===== src/rtl/cdb_arbiter_pkg.sv =====
// Shared constants for the CDB completion arbiter: register/ROB index widths,
// lane count, source indices and the pointer-width helper.
package cdb_arbiter_pkg;

    localparam int PRF_IDX = 6;
    localparam int ROB_IDX = 5;
    localparam int SCALAR  = 2;
    localparam int XLEN    = 64;

    localparam int SRC_ALU0  = 0;
    localparam int SRC_ALU1  = 1;
    localparam int SRC_MULT0 = 2;
    localparam int SRC_MULT1 = 3;
    localparam int SRC_MEM0  = 4;
    localparam int SRC_MEM1  = 5;
    localparam int NSRC_ALL  = 6;

    // Width of an index over n sources; never collapses to zero bits.
    function automatic int ptr_width(input int n);
        return (n > 1) ? $clog2(n) : 1;
    endfunction

endpackage


===== src/rtl/cdb_arbiter_if.sv =====
// Completion-source and CDB broadcast bundle between the functional units,
// the arbiter, and the reservation stations / ROB.
interface cdb_arbiter_if #(
    parameter int NSRC = 6,
    parameter int NCDB = cdb_arbiter_pkg::SCALAR
);
    import cdb_arbiter_pkg::*;

    localparam int PTR_W = ptr_width(NSRC);

    // Handshake: a completion on source i transfers at the rising edge where
    // fu_valid[i] & fu_free[i] & ~squash; an unaccepted request must be held
    // by the source. cdb_valid is a one-cycle broadcast pulse, no backpressure.
    logic [NSRC-1:0]         fu_valid;
    logic [NSRC*PRF_IDX-1:0] fu_tag;
    logic [NSRC*ROB_IDX-1:0] fu_rob_idx;
    logic [NSRC*XLEN-1:0]    fu_value;
    logic                    squash;
    logic [NSRC-1:0]         fu_free;

    logic [NCDB-1:0]         cdb_valid;
    logic [NCDB*PRF_IDX-1:0] cdb_tag;
    logic [NCDB*ROB_IDX-1:0] cdb_rob_idx;
    logic [NCDB*XLEN-1:0]    cdb_value;

    // Round-robin start pointer, exposed for observation.
    logic [PTR_W-1:0]        rr_ptr;

    modport master (
        output fu_valid, fu_tag, fu_rob_idx, fu_value, squash,
        input  fu_free, cdb_valid, cdb_tag, cdb_rob_idx, cdb_value, rr_ptr
    );

    modport slave (
        input  fu_valid, fu_tag, fu_rob_idx, fu_value, squash,
        output fu_free, cdb_valid, cdb_tag, cdb_rob_idx, cdb_value, rr_ptr
    );

endinterface


===== src/rtl/cdb_arbiter_rr_pick.sv =====
// Find-first-set over an N-bit mask, scanning upward from a start index and
// wrapping from N-1 back to 0. Reports one-hot winner, its index and a found flag.
module rr_pick #(
    parameter int N  = 6,
    parameter int PW = 3
) (
    input  logic [N-1:0]  mask,
    input  logic [PW-1:0] start,
    output logic [N-1:0]  onehot,
    output logic [PW-1:0] idx,
    output logic          found
);

    localparam logic [PW:0] N_W = (PW+1)'(N);

    logic [PW:0]   pos;
    logic [PW-1:0] j;

    always_comb begin
        onehot = '0;
        idx    = '0;
        found  = 1'b0;
        pos    = '0;
        j      = '0;
        for (int k = 0; k < N; k++) begin
            // start < N and k < N, so one subtraction is enough to wrap
            pos = {1'b0, start} + (PW+1)'(k);
            if (pos >= N_W) begin
                pos = pos - N_W;
            end
            j = pos[PW-1:0];
            if (!found && mask[j]) begin
                found     = 1'b1;
                onehot[j] = 1'b1;
                idx       = j;
            end
        end
    end

endmodule


===== src/rtl/cdb_arbiter.sv =====
// Common data bus arbiter: one holding register per FU completion source,
// round-robin grant of up to NCDB held entries per cycle onto registered lanes.
module cdb_arbiter
    import cdb_arbiter_pkg::*;
#(
    parameter int NSRC = 6,
    parameter int NCDB = SCALAR
) (
    input  logic          clk,
    input  logic          reset,
    cdb_arbiter_if.slave  bus
);

    localparam int PTR_W = ptr_width(NSRC);

    logic [NSRC-1:0]    hv;
    logic [PRF_IDX-1:0] h_tag [NSRC];
    logic [ROB_IDX-1:0] h_rob [NSRC];
    logic [XLEN-1:0]    h_val [NSRC];

    logic [NSRC-1:0]    grant;
    logic [NSRC-1:0]    capture;
    logic [NSRC-1:0]    fu_free;

    logic [PTR_W-1:0]   rr_ptr;
    logic [PTR_W-1:0]   next_ptr;
    logic [PTR_W-1:0]   last_idx;
    logic               any_grant;

    logic [NSRC-1:0]    lane_mask   [NCDB];
    logic [NSRC-1:0]    lane_onehot [NCDB];
    logic [PTR_W-1:0]   lane_idx    [NCDB];
    logic [NCDB-1:0]    lane_found;

    logic [NCDB-1:0]         cdb_valid_q;
    logic [NCDB*PRF_IDX-1:0] cdb_tag_q;
    logic [NCDB*ROB_IDX-1:0] cdb_rob_q;
    logic [NCDB*XLEN-1:0]    cdb_value_q;

    // A source being granted this cycle may refill its holding register.
    assign fu_free = ~hv | grant;
    assign capture = bus.fu_valid & fu_free & {NSRC{~bus.squash}};

    // Each lane searches from the same start; later lanes skip earlier winners,
    // so lane order follows round-robin order and no source appears twice.
    for (genvar l = 0; l < NCDB; l++) begin : g_lane
        if (l == 0) begin : g_first
            assign lane_mask[l] = bus.squash ? '0 : hv;
        end else begin : g_rest
            assign lane_mask[l] = lane_mask[l-1] & ~lane_onehot[l-1];
        end

        rr_pick #(
            .N  (NSRC),
            .PW (PTR_W)
        ) u_pick (
            .mask   (lane_mask[l]),
            .start  (rr_ptr),
            .onehot (lane_onehot[l]),
            .idx    (lane_idx[l]),
            .found  (lane_found[l])
        );
    end

    always_comb begin
        grant     = '0;
        last_idx  = '0;
        any_grant = 1'b0;
        for (int l = 0; l < NCDB; l++) begin
            grant = grant | lane_onehot[l];
            if (lane_found[l]) begin
                last_idx  = lane_idx[l];
                any_grant = 1'b1;
            end
        end
        next_ptr = (last_idx == PTR_W'(NSRC-1)) ? '0 : last_idx + PTR_W'(1);
    end

    // Holding registers: a capture on the grant edge wins over the clear.
    always_ff @(posedge clk) begin
        if (reset) begin
            hv <= '0;
            for (int i = 0; i < NSRC; i++) begin
                h_tag[i] <= '0;
                h_rob[i] <= '0;
                h_val[i] <= '0;
            end
        end else begin
            if (bus.squash) begin
                hv <= '0;
            end else begin
                hv <= capture | (hv & ~grant);
            end
            for (int i = 0; i < NSRC; i++) begin
                if (capture[i]) begin
                    h_tag[i] <= bus.fu_tag[i*PRF_IDX +: PRF_IDX];
                    h_rob[i] <= bus.fu_rob_idx[i*ROB_IDX +: ROB_IDX];
                    h_val[i] <= bus.fu_value[i*XLEN +: XLEN];
                end
            end
        end
    end

    // Broadcast registers and round-robin pointer.
    always_ff @(posedge clk) begin
        if (reset) begin
            cdb_valid_q <= '0;
            cdb_tag_q   <= '0;
            cdb_rob_q   <= '0;
            cdb_value_q <= '0;
            rr_ptr      <= '0;
        end else begin
            for (int l = 0; l < NCDB; l++) begin
                cdb_valid_q[l] <= lane_found[l];
                cdb_tag_q[l*PRF_IDX +: PRF_IDX] <= lane_found[l] ? h_tag[lane_idx[l]] : '0;
                cdb_rob_q[l*ROB_IDX +: ROB_IDX] <= lane_found[l] ? h_rob[lane_idx[l]] : '0;
                cdb_value_q[l*XLEN +: XLEN]     <= lane_found[l] ? h_val[lane_idx[l]] : '0;
            end
            if (any_grant) begin
                rr_ptr <= next_ptr;
            end
        end
    end

    assign bus.fu_free     = fu_free;
    assign bus.cdb_valid   = cdb_valid_q;
    assign bus.cdb_tag     = cdb_tag_q;
    assign bus.cdb_rob_idx = cdb_rob_q;
    assign bus.cdb_value   = cdb_value_q;
    assign bus.rr_ptr      = rr_ptr;

endmodule


===== src/flat_wrapper.sv =====
// flat-port wrapper written by rule: the top's interface ports become plain ports
module cdb_arbiter_flat import cdb_arbiter_pkg::*;
#(
    parameter int NSRC = 6,
    parameter int NCDB = SCALAR
)
  (clk, reset, bus_fu_valid, bus_fu_tag, bus_fu_rob_idx, bus_fu_value, bus_squash, bus_fu_free, bus_cdb_valid, bus_cdb_tag, bus_cdb_rob_idx, bus_cdb_value, bus_rr_ptr);
  cdb_arbiter_if #(.NSRC(NSRC), .NCDB(NCDB)) bus_i ();
  input  logic clk;
  input  logic reset;
  input wire logic [$bits(bus_i.fu_valid)-1:0] bus_fu_valid;
  input wire logic [$bits(bus_i.fu_tag)-1:0] bus_fu_tag;
  input wire logic [$bits(bus_i.fu_rob_idx)-1:0] bus_fu_rob_idx;
  input wire logic [$bits(bus_i.fu_value)-1:0] bus_fu_value;
  input wire logic [$bits(bus_i.squash)-1:0] bus_squash;
  output wire logic [$bits(bus_i.fu_free)-1:0] bus_fu_free;
  output wire logic [$bits(bus_i.cdb_valid)-1:0] bus_cdb_valid;
  output wire logic [$bits(bus_i.cdb_tag)-1:0] bus_cdb_tag;
  output wire logic [$bits(bus_i.cdb_rob_idx)-1:0] bus_cdb_rob_idx;
  output wire logic [$bits(bus_i.cdb_value)-1:0] bus_cdb_value;
  output wire logic [$bits(bus_i.rr_ptr)-1:0] bus_rr_ptr;
  assign bus_i.fu_valid = bus_fu_valid;
  assign bus_i.fu_tag = bus_fu_tag;
  assign bus_i.fu_rob_idx = bus_fu_rob_idx;
  assign bus_i.fu_value = bus_fu_value;
  assign bus_i.squash = bus_squash;
  assign bus_fu_free = bus_i.fu_free;
  assign bus_cdb_valid = bus_i.cdb_valid;
  assign bus_cdb_tag = bus_i.cdb_tag;
  assign bus_cdb_rob_idx = bus_i.cdb_rob_idx;
  assign bus_cdb_value = bus_i.cdb_value;
  assign bus_rr_ptr = bus_i.rr_ptr;
  cdb_arbiter #(.NSRC(NSRC), .NCDB(NCDB)) u_core (.clk(clk), .reset(reset), .bus(bus_i));
endmodule

===== config.mk =====
export PLATFORM = sky130hd
export DESIGN_NAME = cdb_arbiter_flat
export DESIGN_NICKNAME = d
export VERILOG_FILES = /design/src/rtl/cdb_arbiter_pkg.sv /design/src/rtl/cdb_arbiter_if.sv /design/src/rtl/cdb_arbiter_rr_pick.sv /design/src/rtl/cdb_arbiter.sv /design/src/flat_wrapper.sv
export SDC_FILE = /design/constraint.sdc
export NUM_CORES = 1
export LEC_CHECK = 0
export ABC_CLOCK_PERIOD_IN_PS = 6100
export BUFFER_PORTS_ARGS = -buffer_cell sky130_fd_sc_hd__buf_2
export CAP_MARGIN = 25
export CORE_ASPECT_RATIO = 0.7
export CORE_MARGIN = 10
export CORE_UTILIZATION = 41
export CTS_BUF_LIST = sky130_fd_sc_hd__clkbuf_8
export DETAILED_ROUTE_END_ITERATION = 6
export PLACE_DENSITY_LB_ADDON = 0.05
export SETUP_SLACK_MARGIN = 0.4
export SYNTH_ARGS = -nofsm -noshare
export SYNTH_HDL_FRONTEND = slang
export SYNTH_SLANG_ARGS = --single-unit

===== constraint.sdc =====
create_clock -name clk -period 6.1 [get_ports clk]
set_input_delay 1.22 -clock clk [delete_from_list [all_inputs] [get_ports clk]]
set_output_delay 1.22 -clock clk [all_outputs]
set_load 0.01 [all_outputs]

Word-level counts from Yosys, hierarchy flattened
Memory sizes are Yosys's and may differ from the RTL's. A register that Yosys moved wholly into a read port is not among the register bits.
Cells that the tools add are included.
- flip-flop bits (word level): 11
- bits in latches: 0
- bits in writable memories: 450
- ROM bits: 0
- output and inout port bits: 161
- word-level logic and storage cells: 229
- memories: 3
- memory list (name ; depth ; bits a word ; read ports ; clocked after memory_dff ; wr ports ; line ; text):
    u_core.h_val ; 6 ; 64 ; 2 ; 2 ; 6 ; cdb_arbiter.sv:19 ; logic [XLEN-1:0] h_val [NSRC];
    u_core.h_tag ; 6 ; 6 ; 2 ; 2 ; 6 ; cdb_arbiter.sv:17 ; logic [PRF_IDX-1:0] h_tag [NSRC];
    u_core.h_rob ; 6 ; 5 ; 2 ; 2 ; 6 ; cdb_arbiter.sv:18 ; logic [ROB_IDX-1:0] h_rob [NSRC];
- add/sub/neg operators: 12
- $mul: 0
- div/mod/pow operators: 0
- magnitude comparators: 18
- equal/unequal tests: 1
- shift operators: 0
- muxes and demuxes: 122
- bitwise logic cells: 41
- reduce and logical (&&, ||, !) cells: 29
- operators by type and width (cell ; count):
    2-to-1 mux 64 bit ; 6
    2-to-1 mux 6 bit ; 19
    OR 6 bit ; 13
    2-to-1 mux 3 bit ; 21
    2-to-1 mux 1 bit ; 52
    binary-select mux 1 bit (select 3 bit) ; 12
    2-to-1 mux 5 bit ; 6
    bitwise AND 6 bit ; 4
    < comparator 3 x 4 -> 1 bit (second input constant) ; 6
    greater-or-equal comparator 4 x 3 -> 1 bit (second input constant) ; 5
    demux 1 bit (select 3 bit) ; 6
    greater-or-equal comparator 3 x 1 -> 1 bit (second input constant) ; 6
    inverter 6 bit ; 3
    OR 1 bit ; 18
    subtractor 3 bit (second input constant) ; 6
    logical AND 1 bit ; 16
    logical NOT 1 bit ; 10
    adder 3 x 2 -> 4 bit (second input constant) ; 2
    adder 3 x 3 -> 4 bit (second input constant) ; 2
    OR reduction 2 bit ; 3
    adder 3 x 1 -> 4 bit (second input constant) ; 1
    adder 3 x 1 -> 3 bit (second input constant) ; 1
    equality test 3 bit (second input constant) ; 1
    greater-or-equal comparator 3 bit (second input constant) ; 1
    inverter 1 bit ; 3

Longest topological paths before layout
- word-level depth: 48
- depth in mapped cells: 21

Modules after synthesis
From an unflattened synthesis, not the netlist that was laid out.
- cells, all modules: 2182
- area, all modules: 29543.3 um^2
- modules (own cells, without submodules) (module ; times used ; cells each ; area an instance (um^2) ; seq. area each (um^2)):
    cdb_arbiter ; 1 ; 1878 ; 27366.2 ; 16736.1
    rr_pick (u_core.g_lane[1].u_pick) ; 1 ; 150 ; 1113.6 ; 0.0
    rr_pick (u_core.g_lane[0].u_pick) ; 1 ; 154 ; 1063.5 ; 0.0

Worst setup path before layout
OpenSTA, ideal clock, no wires.
- path type: register to register
- start: reg u_core.rr_ptr[0], in the netlist u_core.bus.rr_ptr[0]
- end: mem u_core.h_rob[4][0] (enable)
- data arrival time: 5.424 ns
- required time: 5.695 ns
- slack: 0.271 ns
- stages on the path, launching flop included: 18
- path buffers: 3
- cells stage by stage: dfxtp_1 -> buf_6 -> buf_4 -> clkinv_1 -> ha_1 -> clkbuf_1 -> inv_1 -> nor4_1 -> a211oi_2 -> or3_1 -> and3_1 -> o31a_1 -> a211o_1 -> or3_4 -> o21ai_4 -> a2111oi_4 -> a21oi_1 -> a31o_2
- RTL lines (item ; line ; text):
    from (decl) ; cdb_arbiter.sv:25 ; logic [PTR_W-1:0] rr_ptr;
    from (signal assigned) ; cdb_arbiter.sv:120 ; rr_ptr <= next_ptr;
    to (decl) ; cdb_arbiter.sv:18 ;

Final worst setup path
- start: reg u_core.rr_ptr[1], in the netlist u_core.bus.rr_ptr[1]
- end: out bus_fu_free[4]
- cells in the longest elaborated chain, start to end: 42
- elaborated cells on any way between the ends: 133
- RTL lines (item ; line ; text):
    parallel branches: the longest is 40 deep, another holds adder 3 x 1 -> 4 bit ; - ;
    OR 6 bit * ; cdb_arbiter.sv:70 ; grant = grant | lane_onehot[l];
    OR 6 bit * ; cdb_arbiter.sv:41 ; assign fu_free = ~hv | grant;
    to (decl) ; flat_wrapper.sv:16 ; output wire logic [$bits(bus_i.fu_free)-1:0] bus_fu_free;
Mark *: on every way between the ends. The select of a mux whose other input is x is not followed.

==> flow_metrics.env <==
export IMPL_status="complete, no violations"
export IMPL_synth_seq_cells=611
export IMPL_start_util=0.414
export IMPL_maxCapViolations=0
export IMPL_track_usage=0.304
export IMPL_drive_above_1_share=0.317
export IMPL_grt_pass1_wl_um=193000
export IMPL_fp_dieH_um=248
export IMPL_syn_mean_instance_area_um2=11.0
export IMPL_synth_cells=2769
export IMPL_layoutNonFillerInstCount=4481
export IMPL_worstSetupStartpointType="register"
export IMPL_synth_cell_types=80
export IMPL_powerDensity_nw_per_um2=496
export IMPL_fmax_ghz=0.174
export IMPL_firstDrtPassIters=6
export IMPL_setup_viol=0
export IMPL_finalClockSkew_ns=0.0264
export IMPL_finalHoldViolCount=0
export IMPL_core_area_um2=73400
export IMPL_cts_num_sinks=611
export IMPL_yosysTopAreaCell="edfxtp_1"
export IMPL_vias=27100
export IMPL_worst_path_buf_inv=3
export IMPL_syn_area_um2=30400
export IMPL_end_kind="primary output"
export IMPL_areaGrowthSynthToFinish_pct=25.6
export IMPL_grt_ovfl_total=0
export IMPL_slowest_delay_ns=0.57
export IMPL_hold_buffers=0
export IMPL_tns_ns=0
export IMPL_cts_buffer_depth=3
export IMPL_async_flop_share=0
export IMPL_antenna_found_initial=20
export IMPL_cp_common_cell="or3_4"
export IMPL_nets=3876
export IMPL_place_inst=4253
export IMPL_hp_class="register to register"
export IMPL_grt_pass1_vias=27000
export IMPL_placement_rows=83
export IMPL_io_pins=620
export IMPL_dr_first_iter_drc_count=3307
export IMPL_min_period_ns=5.76
export IMPL_crit_fanout=8
export IMPL_die_area_um2=85600
export IMPL_dieWidth_um=345
export IMPL_numCtsBuffers=97
export IMPL_vdd_ir_drop_max_mv=0.466
export IMPL_worst_setup_path_type="register to primary output"
export IMPL_ys_warn_count=0
export IMPL_htreeDepth=3
export IMPL_rsz0062_at_grt="yes"
export IMPL_drcViolationCount=0
export IMPL_syn_num_nets=3235
export IMPL_path_delay_family="compound AO/OA/AOI/OAI gates"
export IMPL_crit_chain="buf_8 > ha_4 > xnor2_4 > buf_6 > nor4_4 > a211oi_2 > or3_4 > and3_4 > o31a_1 > a311oi_2 > or3_4 > o21ai_4 > a2111oi_4 > a21oi_2 > buf_2"
export IMPL_final_common_cell="buf_2"
export IMPL_clkTransAtPathRegs_ns=0.06
export IMPL_ant_nets=0
export IMPL_synth_top_flop_cell="edfxtp_1"
export IMPL_place_congestion=0.921
export IMPL_viasPerCell=6.04
export IMPL_final_cell_mix="614 x buf_2, 460 x nand3_1, 450 x edfxtp_1, 304 x and2_1, 253 x nor2_1"
export IMPL_yosysSeqAreaShare=0.551
export IMPL_slew_violations=0
export IMPL_maxSlewHeadroom=0.418
export IMPL_clock_latency_ns=0.73
export IMPL_arrival_ns=4.54
export IMPL_drt_total_wl_um=136000
export IMPL_synth_edf_count=450
export IMPL_root_buffer="clkbuf_8"
export IMPL_yosys_top_cells_area="edfxtp_1 44%, dfxtp_1 11%, nand3_1 7.6%"
export IMPL_period_share=0.944
export IMPL_cts_tree="built"
export IMPL_required_ns=4.88
export IMPL_synth_top_area_frac=0.445
export IMPL_io_buffers=619
export IMPL_tightest_slew_ns=0.868
export IMPL_hpwl_um=93400
export IMPL_grt_max_degree=117
export IMPL_wire_per_inst_um=30.4
export IMPL_p_leak_nw=16.7
export IMPL_slowest_stage="a2111oi_4"
[sequential cells by signal, indices dropped and copies added (netlist names)]
name                    cells
u_core.bus.cdb_value      128
u_core.h_val              384
u_core.bus.cdb_rob_idx     10
u_core.bus.cdb_valid        2
u_core.h_rob               30
u_core.hv                   6
u_core.h_tag               36
u_core.bus.rr_ptr           3
u_core.bus.cdb_tag         12
[routing by layer]
metal  vias to the layer above  routed length, µm  track usage  share of wire
li1                      11500                  -            -              -
met1                     13500              58800        0.428           0.43
met2                      1739              59200        0.452           0.43
met3                       257              13500       0.0769           0.10
met4                         6               4540        0.107          0.033
met5                         -                 46            0        0.00034
[where the power goes]
group	switching, mW	internal, mW	leakage (nW)	total [mW]
clock network	1.77	1.95	1.18	3.71
logic	6.02	3.85	9.37	9.86
registers	0.309	5.06	6.10	5.37
[cell usage after synthesis, types with 48 or more instances]
library cell and number:
a211oi_1 85, a21oi_1 100, and2_1 308, and3_1 80, buf_2 48, clkbuf_1 165
dfxtp_1 161, edfxtp_1 450, mux2i_1 158, mux4_2 75, nand3_1 461, nor2_1 254
o21ai_0 167
[worst register-to-register path, cell delays in order, from the launching register on]
cell and delay [ns]:
dfxtp_4 0.38, buf_8 0.14, ha_4 0.18, buf_4 0.16
o31ai_4 0.31, buf_4 0.18, nand4_1 0.23, buf_4 0.22
buf_4 0.13, and3_4 0.16, nand4_1 0.11, buf_4 0.15
nor2_1 0.06, buf_4 0.17, a221oi_1 0.43, buf_4 0.21
nand3_1 0.12, a21boi_4 0.16, buf_4 0.39, buf_4 0.64
nor2_1 0.16
[kinds of logic (layout without fill, tap and decap cells)]
| family | after synthesis | in the layout | synth area share |
|---|---|---|---|
| fa+ha+maj | 7 | 7 | 0.00288 |
| compound gates | 434 | 434 | 0.0901 |
| xor+xnor | 7 | 7 | 0.00226 |
| flops | 611 | 611 | 0.551 |
| buf+inv | 275 | 997 | 0.0401 |
| simple gates | 1201 | 1201 | 0.206 |
| other cells | 0 | 13 | 0 |
| mux | 234 | 234 | 0.108 |
[cell type report]
cell class,count,area (µm²)
flip-flops and latches,611,16700
well taps,977,1220
clock inverters,70,492
fillers,6648,35200
repair buffers,799,5120
multi-input cells,1883,13000
clock buffers,110,1510
inverters,18,76.3
diodes,13,32.5
[final timing paths]
path,startpoint,endpoint,slack (ns),depth (start not counted)
worst max-delay path,u_core.bus.rr_ptr[1]$_SDFFE_PP0P_,bus_fu_free[4],0.34,15
worst min-delay path,u_core.bus.rr_ptr[2]$_SDFFE_PP0P_,u_core.bus.rr_ptr[2]$_SDFFE_PP0P_,0.60,2
worst max register to register,u_core.bus.rr_ptr[1]$_SDFFE_PP0P_,u_core.h_val[1][43]$_SDFFCE_PN0P_,1.15,20
worst min register to register,u_core.bus.rr_ptr[2]$_SDFFE_PP0P_,u_core.bus.rr_ptr[2]$_SDFFE_PP0P_,0.60,2
[stage by stage]
stage          hold slack (ns)  power [mW]  worst slack [ns]  utilization  instance area (µm²)
3_3_place_gp             0.608        14.8             0.211        0.482                35400
2_1_floorplan            0.593        11.1             0.431            -                30400
4_1_cts                  0.590        18.8             0.251        0.517                38000
3_5_place_dp             0.621        14.9             0.196        0.482                35400
6_report                 0.596        18.9             0.341        0.520                38200
5_1_grt                  0.631        19.8             0.174        0.520                38200
[repair_timing]
item | CTS | global route
gates resized for setup | 67 | 25
setup endpoints to repair | 34 | 6
buffers inserted | 30 | 3
cloned | 0 | 0
pin swaps | 22 | 14
Power figures use the tool's default switching activity.
